`src/rtl/caliptra_ext_mem_loader_pkg.sv`:
```
// Shared state encoding, channel indices and default per-channel depths
// for the multi-channel backdoor SRAM loader.
package caliptra_ext_mem_loader_pkg;

    typedef enum logic [1:0] {
        LDR_IDLE  = 2'd0,
        LDR_WR    = 2'd1,
        LDR_RD    = 2'd2,
        LDR_DRAIN = 2'd3
    } ldr_state_e;

    localparam int LDR_NUM_MEM_DFLT = 3;
    localparam int LDR_MEM_DEPTH_DFLT [LDR_NUM_MEM_DFLT] = '{8192, 32768, 16384};

    localparam int LDR_IMEM = 0;
    localparam int LDR_MBOX = 1;
    localparam int LDR_ICCM = 2;

endpackage

```
`src/rtl/caliptra_ext_mem_loader_rdfifo.sv`:
```
// Two-entry read-return FIFO; tracks the single in-flight SRAM read so that
// buffered plus outstanding words never exceed the two storage slots.
module caliptra_ext_mem_loader_rdfifo #(
    parameter int DATA_W = 64
) (
    input  logic              clk,
    input  logic              rst_n,
    input  logic              i_flush,
    input  logic              i_issue,
    input  logic [DATA_W-1:0] i_rdata,
    input  logic              i_pop,
    output logic              o_vld,
    output logic [DATA_W-1:0] o_data,
    output logic              o_credit,
    output logic              o_idle
);

    logic              r_inflight_p1;
    logic [1:0]        r_count;
    logic              r_wptr;
    logic              r_rptr;
    logic [DATA_W-1:0] r_mem [2];

    logic              w_push;
    logic              w_pop;
    logic [1:0]        w_occ;

    assign w_push = r_inflight_p1 && !i_flush;
    assign w_pop  = i_pop && (r_count != 2'd0) && !i_flush;
    assign w_occ  = r_count + {1'b0, r_inflight_p1};

    // A pop this cycle frees a slot in time for a word issued now, keeping 1 word/cycle.
    assign o_credit = (w_occ < 2'd2) || ((w_occ == 2'd2) && w_pop);
    assign o_vld    = (r_count != 2'd0);
    assign o_data   = r_mem[r_rptr];
    assign o_idle   = (r_count == 2'd0) && !r_inflight_p1;

    always_ff @(posedge clk or negedge rst_n) begin
        if (!rst_n) begin
            r_inflight_p1 <= 1'b0;
            r_count       <= 2'd0;
            r_wptr        <= 1'b0;
            r_rptr        <= 1'b0;
        end else if (i_flush) begin
            r_inflight_p1 <= 1'b0;
            r_count       <= 2'd0;
            r_wptr        <= 1'b0;
            r_rptr        <= 1'b0;
        end else begin
            r_inflight_p1 <= i_issue;
            if (w_push) begin
                r_wptr <= ~r_wptr;
            end
            if (w_pop) begin
                r_rptr <= ~r_rptr;
            end
            r_count <= r_count + {1'b0, w_push} - {1'b0, w_pop};
        end
    end

    always_ff @(posedge clk) begin
        if (w_push) begin
            r_mem[r_wptr] <= i_rdata;
        end
    end

endmodule

```
`src/rtl/caliptra_ext_mem_loader.sv`:
```
// Backdoor burst loader/reader for NUM_MEM SRAM channels; the core always wins
// a channel it is using, and the loader stalls until the core lets go.
module caliptra_ext_mem_loader
    import caliptra_ext_mem_loader_pkg::*;
#(
    parameter int NUM_MEM = 3,
    parameter int DATA_W  = 64,
    parameter int ADDR_W  = 15,
    parameter int LEN_W   = 16,
    parameter int MEM_DEPTH [NUM_MEM] = LDR_MEM_DEPTH_DFLT,
    localparam int SEL_W  = (NUM_MEM > 1) ? $clog2(NUM_MEM) : 1
) (
    input  logic                      clk,
    input  logic                      cptra_rst_b,
    input  logic                      cmd_valid,
    output logic                      cmd_ready,
    input  logic [SEL_W-1:0]          cmd_sel,
    input  logic                      cmd_write,
    input  logic [ADDR_W-1:0]         cmd_addr,
    input  logic [LEN_W-1:0]          cmd_len,
    input  logic                      abort,
    input  logic                      wr_valid,
    output logic                      wr_ready,
    input  logic [DATA_W-1:0]         wr_data,
    output logic                      rd_valid,
    input  logic                      rd_ready,
    output logic [DATA_W-1:0]         rd_data,
    output logic                      busy,
    output logic                      done,
    output logic                      err,
    input  logic [NUM_MEM-1:0]        core_cs,
    input  logic [NUM_MEM-1:0]        core_we,
    input  logic [NUM_MEM*ADDR_W-1:0] core_addr,
    input  logic [NUM_MEM*DATA_W-1:0] core_wdata,
    output logic [NUM_MEM*DATA_W-1:0] core_rdata,
    output logic [NUM_MEM-1:0]        mem_cs,
    output logic [NUM_MEM-1:0]        mem_we,
    output logic [NUM_MEM*ADDR_W-1:0] mem_addr,
    output logic [NUM_MEM*DATA_W-1:0] mem_wdata,
    input  logic [NUM_MEM*DATA_W-1:0] mem_rdata
);

    localparam int SUM_W = ((ADDR_W > LEN_W) ? ADDR_W : LEN_W) + 1;

    ldr_state_e        r_state;
    logic [SEL_W-1:0]  r_sel;
    logic [ADDR_W-1:0] r_addr;
    logic [LEN_W-1:0]  r_rem;
    logic              r_busy;
    logic              r_done;
    logic              r_err;
    logic              r_cmd_ready;

    logic [SUM_W-1:0]  w_end;
    logic [31:0]       w_depth;
    logic              w_sel_ok;
    logic              w_cmd_bad;
    logic              w_core_hit;
    logic [DATA_W-1:0] w_sel_rdata;
    logic              w_wr_fire;
    logic              w_rd_issue;
    logic              w_flush;
    logic              w_pop;
    logic              w_fifo_vld;
    logic              w_fifo_credit;
    logic              w_fifo_idle;

    always_comb begin
        w_depth     = '0;
        w_sel_ok    = 1'b0;
        w_core_hit  = 1'b0;
        w_sel_rdata = '0;
        for (int i = 0; i < NUM_MEM; i++) begin
            if (cmd_sel == SEL_W'(i)) begin
                w_depth  = 32'(MEM_DEPTH[i]);
                w_sel_ok = 1'b1;
            end
            if (r_sel == SEL_W'(i)) begin
                w_core_hit  = core_cs[i];
                w_sel_rdata = mem_rdata[i*DATA_W +: DATA_W];
            end
        end
    end

    // End address is formed one bit wider than either operand so it cannot wrap.
    assign w_end     = SUM_W'(cmd_addr) + SUM_W'(cmd_len);
    assign w_cmd_bad = (cmd_len == '0) || !w_sel_ok || (32'(w_end) > w_depth);

    assign wr_ready   = (r_state == LDR_WR) && !w_core_hit;
    assign w_wr_fire  = wr_ready && wr_valid;
    assign w_rd_issue = (r_state == LDR_RD) && !w_core_hit && (r_rem != '0)
                        && w_fifo_credit && !abort;
    assign w_flush    = abort && (r_state != LDR_IDLE);
    assign w_pop      = w_fifo_vld && rd_ready;

    assign rd_valid   = w_fifo_vld;
    assign busy       = r_busy;
    assign done       = r_done;
    assign err        = r_err;
    assign cmd_ready  = r_cmd_ready;
    assign core_rdata = mem_rdata;

    always_comb begin
        for (int i = 0; i < NUM_MEM; i++) begin
            mem_cs[i]                      = core_cs[i];
            mem_we[i]                      = core_we[i];
            mem_addr[i*ADDR_W +: ADDR_W]   = core_addr[i*ADDR_W +: ADDR_W];
            mem_wdata[i*DATA_W +: DATA_W]  = core_wdata[i*DATA_W +: DATA_W];
            if ((w_wr_fire || w_rd_issue) && (r_sel == SEL_W'(i))) begin
                mem_cs[i]                     = 1'b1;
                mem_we[i]                     = w_wr_fire;
                mem_addr[i*ADDR_W +: ADDR_W]  = r_addr;
                mem_wdata[i*DATA_W +: DATA_W] = wr_data;
            end
        end
    end

    caliptra_ext_mem_loader_rdfifo #(
        .DATA_W (DATA_W)
    ) u_rdfifo (
        .clk      (clk),
        .rst_n    (cptra_rst_b),
        .i_flush  (w_flush),
        .i_issue  (w_rd_issue),
        .i_rdata  (w_sel_rdata),
        .i_pop    (w_pop),
        .o_vld    (w_fifo_vld),
        .o_data   (rd_data),
        .o_credit (w_fifo_credit),
        .o_idle   (w_fifo_idle)
    );

    always_ff @(posedge clk or negedge cptra_rst_b) begin
        if (!cptra_rst_b) begin
            r_state     <= LDR_IDLE;
            r_sel       <= '0;
            r_addr      <= '0;
            r_rem       <= '0;
            r_busy      <= 1'b0;
            r_done      <= 1'b0;
            r_err       <= 1'b0;
            r_cmd_ready <= 1'b1;
        end else begin
            r_done <= 1'b0;
            r_err  <= 1'b0;
            case (r_state)
                LDR_IDLE: begin
                    if (cmd_valid) begin
                        if (w_cmd_bad) begin
                            r_err <= 1'b1;
                        end else begin
                            r_sel       <= cmd_sel;
                            r_addr      <= cmd_addr;
                            r_rem       <= cmd_len;
                            r_state     <= cmd_write ? LDR_WR : LDR_RD;
                            r_busy      <= 1'b1;
                            r_cmd_ready <= 1'b0;
                        end
                    end
                end
                LDR_WR: begin
                    if (w_wr_fire) begin
                        r_addr <= r_addr + ADDR_W'(1);
                        r_rem  <= r_rem - LEN_W'(1);
                    end
                    if (abort) begin
                        r_state     <= LDR_IDLE;
                        r_busy      <= 1'b0;
                        r_cmd_ready <= 1'b1;
                    end else if (w_wr_fire && (r_rem == LEN_W'(1))) begin
                        r_state     <= LDR_IDLE;
                        r_busy      <= 1'b0;
                        r_cmd_ready <= 1'b1;
                        r_done      <= 1'b1;
                    end
                end
                LDR_RD: begin
                    if (w_rd_issue) begin
                        r_addr <= r_addr + ADDR_W'(1);
                        r_rem  <= r_rem - LEN_W'(1);
                        if (r_rem == LEN_W'(1)) begin
                            r_state <= LDR_DRAIN;
                        end
                    end
                    if (abort) begin
                        r_state     <= LDR_IDLE;
                        r_busy      <= 1'b0;
                        r_cmd_ready <= 1'b1;
                    end
                end
                LDR_DRAIN: begin
                    if (abort) begin
                        r_state     <= LDR_IDLE;
                        r_busy      <= 1'b0;
                        r_cmd_ready <= 1'b1;
                    end else if (w_fifo_idle) begin
                        r_state     <= LDR_IDLE;
                        r_busy      <= 1'b0;
                        r_cmd_ready <= 1'b1;
                        r_done      <= 1'b1;
                    end
                end
                default: begin
                    r_state     <= LDR_IDLE;
                    r_busy      <= 1'b0;
                    r_cmd_ready <= 1'b1;
                end
            endcase
        end
    end

endmodule

```
`config.mk`:
```
export PLATFORM = sky130hd
export DESIGN_NAME = caliptra_ext_mem_loader
export DESIGN_NICKNAME = d
export VERILOG_FILES = /design/src/rtl/caliptra_ext_mem_loader_pkg.sv /design/src/rtl/caliptra_ext_mem_loader_rdfifo.sv /design/src/rtl/caliptra_ext_mem_loader.sv
export SDC_FILE = /design/constraint.sdc
export NUM_CORES = 1
export LEC_CHECK = 0
export CAP_MARGIN = 20
export CORE_AREA = 2 2 405 407
export DETAILED_ROUTE_END_ITERATION = 10
export DIE_AREA = 0 0 407 409
export HOLD_SLACK_MARGIN = 0.06
export PLACE_DENSITY_LB_ADDON = 0.2
export SETUP_SLACK_MARGIN = 0.2
export SLEW_MARGIN = 0
export SYNTH_ARGS = -nofsm -noshare
export SYNTH_HDL_FRONTEND = slang
export SYNTH_SLANG_ARGS = --single-unit
```
`constraint.sdc`:
```
create_clock -name clk -period 5.9 [get_ports clk]
set_input_delay 1.475 -clock clk [delete_from_list [all_inputs] [get_ports clk]]
set_output_delay 1.475 -clock clk [all_outputs]
set_load 0.02 [all_outputs]
```
==> flow_summary.ini, run 1 <==
[worst_setup_path]
path_cells = dlygate4sd2_1, mux2i_1, a2bb2oi_2, buf_6, o21ai_2, or4b_4, nand2_4, buf_12, nand2_8, buf_12, buf_16, mux2_2, dlygate4sd2_1
criticalPathCategory = input pin to primary output
path_delay_family = buffers and inverters
path_max_fanout = 5
critPathLaunchType = input pin
timing.critical_path.buf_inv = 6
slowest_stage = or4b_4
required_ns = 4.43
slowest_delay_ns = 0.55
critPathCaptureType = primary output
arrival_ns = 4.12

[detailed_routing]
routedWlPerCell_um = 31.90
first_iter_violations = 929
ant_nets = 0
viasPerCell = 3.328
wl_met3_um = 15840
dr_wl_met2_um = 70430
m1WireLength_um = 54110
top_layer = met5
drtPass1Iterations = 5
routed_wl_um = 143000
drc = 0
via_count = 14920

[timing]
hold_slack_ns = 0.5063
tightest_slew_ns = 1.079
finalHoldViolations = 0
finalSetupTns_ns = 0
rsz0062_at_grt = true
drv_slew = 0
fin_crit_ns = 5.593
finalCritPeriodShare = 0.9480
max_slew_margin = 0.2732
fin_skew_ns = 0.02145
setup_viol = 0
clock.fmax_mhz = 178.8

[outcome]
status = completed

[global_route]
antenna_found_initial = 110
grt_overflow = 0
grt_pass1_wl_um = 173700
track_usage = 0.1658
grt_max_degree = 49
grt_pass1_vias = 14770

[finish]
n_fill_cell = 17870
final_util = 0.1774
nNetsFinal = 2845
area_growth_pct = 105.6
drive_gt1_frac = 0.3127
final_cell_mix = 783 x clkdlybuf4s50_1, 293 x mux2_2, 180 x buf_4, 128 x edfxtp_1, 127 x buf_12
multi_input_area_mm2 = 0.007487
regArea_mm2 = 0.004957
layout_commonest_cell = clkdlybuf4s50_1

[synth]
synth_area_leaders = edfxtp_1 27%, mux2_2 24%, buf_4 10%, dfrtp_1 7.7%, mux2i_1 5.0%
yosysSeqAreaShare = 0.3538
synth-seq-cells = 172
yosys.cell_types.count = 76
synth_warnings = 0
async_flop_share = 0.2558
syn_area_per_cell_um2 = 10.46
synth_area_leader_cell = edfxtp_1
synthFlopType = edfxtp_1
netlist_area_mm2 = 0.01398
synth_edf_count = 128
synth_nets = 1905
synthCells = 1337
synth_top_area_frac = 0.2750

[die]
io_pins = 1044
die_x_um = 407
coreArea_mm2 = 0.1620
row_count = 148
start_util = 0.08627
die_y_um = 409
die_area_mm2 = 0.1665

[clock_tree]
cts_tree = built
cts-root-buf = clkbuf_16
clock_sinks = 172
clk_path_buf_depth = 2
ctsHoldBuffers = 0
clk_latency_ns = 0.52
htreeDepth = 4
numCtsBuffers = 17
clk_pin_slew_ns = 0.07

[power]
finalPower_uw = 8943
power_density_mw_per_mm2 = 311.2
p_leak_uw = 0.01068
ir_drop_mv = 0.2417

[placed_design]
dp_hpwl_um = 127400
portBuffers = 1043
gp_congestion = 0.9435

[min_path]
min_path_type = flop to flop

[flow_run]
cap_violations = 0
[Yosys cell counts, types with 28 or more instances]
cell and instances:
a21oi_1 40, buf_2 31, buf_4 194, clkbuf_1 35, dfrtp_1 43, edfxtp_1 128, ha_1 28, mux2_2 298
mux2i_1 70, nand2_1 104, nor2_1 45, o21ai_0 79
[final cells by class]
| class | instances | share of cell area |
|---|---|---|
| Sequential cell | 172 | 0.1725 |
| Antenna cell | 18 | 0.001567 |
| Timing Repair Buffer | 1190 | 0.4462 |
| Multi-Input combinational cell | 871 | 0.2605 |
| Clock buffer | 17 | 0.01480 |
| Clock inverter | 15 | 0.006486 |
| Tap cell | 2175 | 0.09468 |
| Inverter | 25 | 0.003265 |
[flip-flops by register name, summed over array words and instances (netlist names)]
register                count
r_state                     2
u_rdfifo.r_wptr             1
done                        1
u_rdfifo.r_count            2
err                         1
r_sel                       2
r_rem                      16
u_rdfifo.r_mem            128
r_addr                     15
u_rdfifo.r_rptr             1
busy                        1
u_rdfifo.r_inflight_p1      1
cmd_ready                   1
[per-layer routing]
layer,GRT usage,up-vias
met4,0.02810,72
met2,0.2864,799
met5,0,-
li1,-,6648
met3,0.06960,176
met1,0.1914,7225
[logic make-up after synthesis]
kind of cell             after synthesis  share of synthesized area
AND/OR/NAND/NOR                      234                    0.08074
multiplexers                         370                     0.2918
XOR/XNOR                              10                   0.006265
adder cells (fa/ha/maj)               29                    0.02650
AO/OA/AOI/OAI                        227                     0.1062
flip-flops                           172                     0.3538
buffers and inverters                295                     0.1346
[where the power goes]
group          switching (uW)  total (uW)  internal, uW
clock                     653        1230           576
sequential                351        2050          1700
combinational            3130        5660          2540
[metrics by stage]
stage	setup WS [ns]	std cells	area, um2
5_1_grt	0.1633	4468	28700
2_1_floorplan	0.2331	1337	13980
6_report	0.3066	4483	28740
4_1_cts	0.2014	4464	28520
3_3_place_gp	-0.7993	4411	27490
3_5_place_dp	-0.8333	4411	27490
[final timing paths]
check	from	end	slack, ns	depth (start not counted)
min in group asynchronous	cptra_rst_b	r_addr[3]$_DFFE_PN0P_	0.89	1
setup reg to reg	r_rem[0]$_DFFE_PN0P_	r_rem[4]$_DFFE_PN0P_	2.30	15
hold reg to reg	cmd_ready$_DFFE_PN1P_	cmd_ready$_DFFE_PN1P_	0.51	2
max in group asynchronous	cptra_rst_b	r_sel[1]$_DFFE_PN0P_	4.16	2
hold / removal	cmd_ready$_DFFE_PN1P_	cmd_ready$_DFFE_PN1P_	0.51	2
setup / recovery	core_cs[0]	mem_wdata[167]	0.31	13
[worst min-delay path, delay by kind of cell (launching register included)]
family | cells | cell delay, ns
AO/OA/AOI/OAI | 1 | 0.07
buffers and inverters | 1 | 0.05
flip-flops | 1 | 0.38
[what timing repair did]
item	4_1_cts	5_1_grt
pin swaps	16	17
gates resized for setup	144	34
cloned	6	0
endpoints found under the setup margin	276	79
buffers inserted	15	1
Power figures use the tool's default switching activity.
==> run 2: changes to the inputs <==
- CTS_BUF_LIST: not set -> sky130_fd_sc_hd__clkbuf_8
- GPL_TIMING_DRIVEN: not set -> 0
==> flow_summary.ini, run 2 (synthesized netlist as in run 1, its figures left out) <==
[outcome]
status = completed

[power]
pwr-share-comb = 0.664
p_switching_uw = 4324
power_density_mw_per_mm2 = 308.8
p_clk_frac = 0.114
seqPwrFrac = 0.221
internal_power_uw = 4468
p_leak_uw = 0.01074
switching_share = 0.4918
ir_drop_mv = 0.1694

[finish]
layout_commonest_cell = clkdlybuf4s50_1
finish.instance_area_mm2 = 0.02847
final_cell_mix = 777 x clkdlybuf4s50_1, 296 x mux2_2, 238 x buf_4, 128 x edfxtp_1, 101 x nand2_1
nNetsFinal = 3008
top_register = u_rdfifo.r_mem
drive_gt1_frac = 0.3375
reg_top3 = u_rdfifo.r_mem x128, r_rem x16, r_addr x15
largest_reg_flops = 128
area_growth_pct = 103.7

[detailed_routing]
viasPerCell = 3.329
routedWlPerCell_um = 32.49
first_iter_violations = 1016
ant_nets = 0
routed_wl_um = 150900
drtPass1Iterations = 5
drc = 0
via_count = 15470

[clock_tree]
clk_latency_ns = 0.58
clk_path_buf_depth = 2
cts_tree = built
numCtsBuffers = 17
htreeDepth = 4
ctsHoldBuffers = 0
clk_pin_slew_ns = 0.11
cts-root-buf = clkbuf_8
clock_sinks = 172

[timing]
hold_slack_ns = 0.5046
fin_skew_ns = 0.02172
tightest_slew_ns = 1.169
clock.fmax_mhz = 176.8
setup_viol = 0
fin_crit_ns = 5.655
drv_slew = 0
rsz0062_at_grt = false
max_slew_margin = 0.2208
finalHoldViolations = 0
finalCritPeriodShare = 0.9585

[global_route]
met3_usage = 0.06150
grt_max_degree = 36
antenna_found_initial = 106
use_met1 = 0.2077
grt_util_met2 = 0.2922
grt_overflow = 0
grt.busiest_layer = met2
grt_pass1_wl_um = 182400
grt_pass1_vias = 15270
track_usage = 0.1747

[placed_design]
gp_congestion = 0.9778
dp_hpwl_um = 134900
portBuffers = 1043
place_area_mm2 = 0.02738

[die]
row_count = 148
coreArea_mm2 = 0.1620
die_area_mm2 = 0.1665
start_util = 0.08627
die_y_um = 409
io_pins = 1044
die_x_um = 407

[worst_setup_path]
path_common_cell = nand2_8
path_max_fanout = 7
r2r_slack_ns = 2.34
critPathCaptureType = primary output
path_cells = clkdlybuf4s15_1, mux2i_2, a2bb2oi_4, o21ai_2, or4b_1, buf_6, nand2_8, buf_12, nand2_8, buf_16, mux2_2, buf_2
slowest_delay_ns = 0.52
timing.critical_path.buf_inv = 5
slowest_stage = or4b_1
path_delay_family = buffers and inverters
required_ns = 4.43
critPathLaunchType = input pin
criticalPathCategory = input pin to primary output
arrival_ns = 4.18

[flow_run]
cap_violations = 0

[min_path]
min_path_type = flop to flop
-- run 2: cell count changes in the layout (fill, tap and decap cells not counted), sizes merged, moves of 2 or more --
cell / before / now
buf: 320 / 384
bufbuf: 2 / 0
bufinv: 0 / 2
clkbuf: 17 / 55
clkdlybuf4s15: 16 / 84
clkdlybuf4s50: 783 / 777
clkinv: 6 / 4
dlygate4sd2: 56 / 51
dlymetal6s2s: 13 / 18
-- run 2: final timing paths --
kind / to / start / cells past startpoint
max: mem_wdata[32] / core_cs[0] / 12
min: busy$_DFFE_PN0P_ / busy$_DFFE_PN0P_ / 1
max reg2reg: r_addr[14]$_DFFE_PN0P_ / r_sel[0]$_DFFE_PN0P_ / 13
min reg2reg: busy$_DFFE_PN0P_ / busy$_DFFE_PN0P_ / 1
max in group asynchronous: cmd_ready$_DFFE_PN1P_ / cptra_rst_b / 2
min in group asynchronous: r_addr[1]$_DFFE_PN0P_ / cptra_rst_b / 1
-- run 2: per-layer routing --
metal	routed length (um)	share of wire
met5	353	0.0023
met4	4838	0.032
met3	14370	0.095
met2	71700	0.48
met1	59640	0.40
-- run 2: what timing repair did --
item / in CTS / in global routing
gates resized for setup: 948 / 81
setup buffers: 15 / 6
cloned: 8 / 0
setup endpoints to repair: 281 / 175
pin swaps: 6 / 9
-- run 2: layout make-up --
type                    instances  area, um2
inverters                      25      93.84
fillers                     18180     133600
clock inverters                15      220.2
well taps                    2175       2721
diodes                         17      42.54
clock buffers                  17      234.0
multi-input cells             872       7473
plain buffers                 270       2058
flip-flops and latches        172       4946
repair buffers               1082      10680
-- run 2: stage by stage --
stage / setup TNS [ns] / setup slack [ns] / utilization / power [uW] / instances
floorplan: 0 / 0.2331 / - / 4585 / 1337
global placement: -582.43 / -3.583 / 0.1675 / 7705 / 4555
detailed placement: -349.70 / -1.751 / 0.1690 / 7785 / 4565
CTS: -0.2473 / -0.05337 / 0.1740 / 8991 / 4620
global route: 0 / 0.2010 / 0.1755 / 9324 / 4634
finish: 0 / 0.2449 / 0.1757 / 8792 / 4645
-- run 2: worst reg2reg max path: stages, from the launching register on --
cell       delay, ns
dfrtp_1         0.34
buf_2           0.37
nor2b_1         0.09
clkbuf_4        0.28
a2bb2oi_4       0.28
o21ai_2         0.10
or4b_1          0.52
buf_6           0.15
buf_4           0.15
a21o_1          0.19
o31ai_1         0.38
a21oi_4         0.14
buf_6           0.19
a211o_1         0.29
-- run 2: power by group through the flow --
stage	sequential, uW	combinational [uW]	clock, uW
finish	1950	5840	1000
global route	1980	6240	1100
CTS	1960	5960	1070
detailed placement	1980	5800	0
global placement	2000	5710	0
floorplan	1850	2730	0
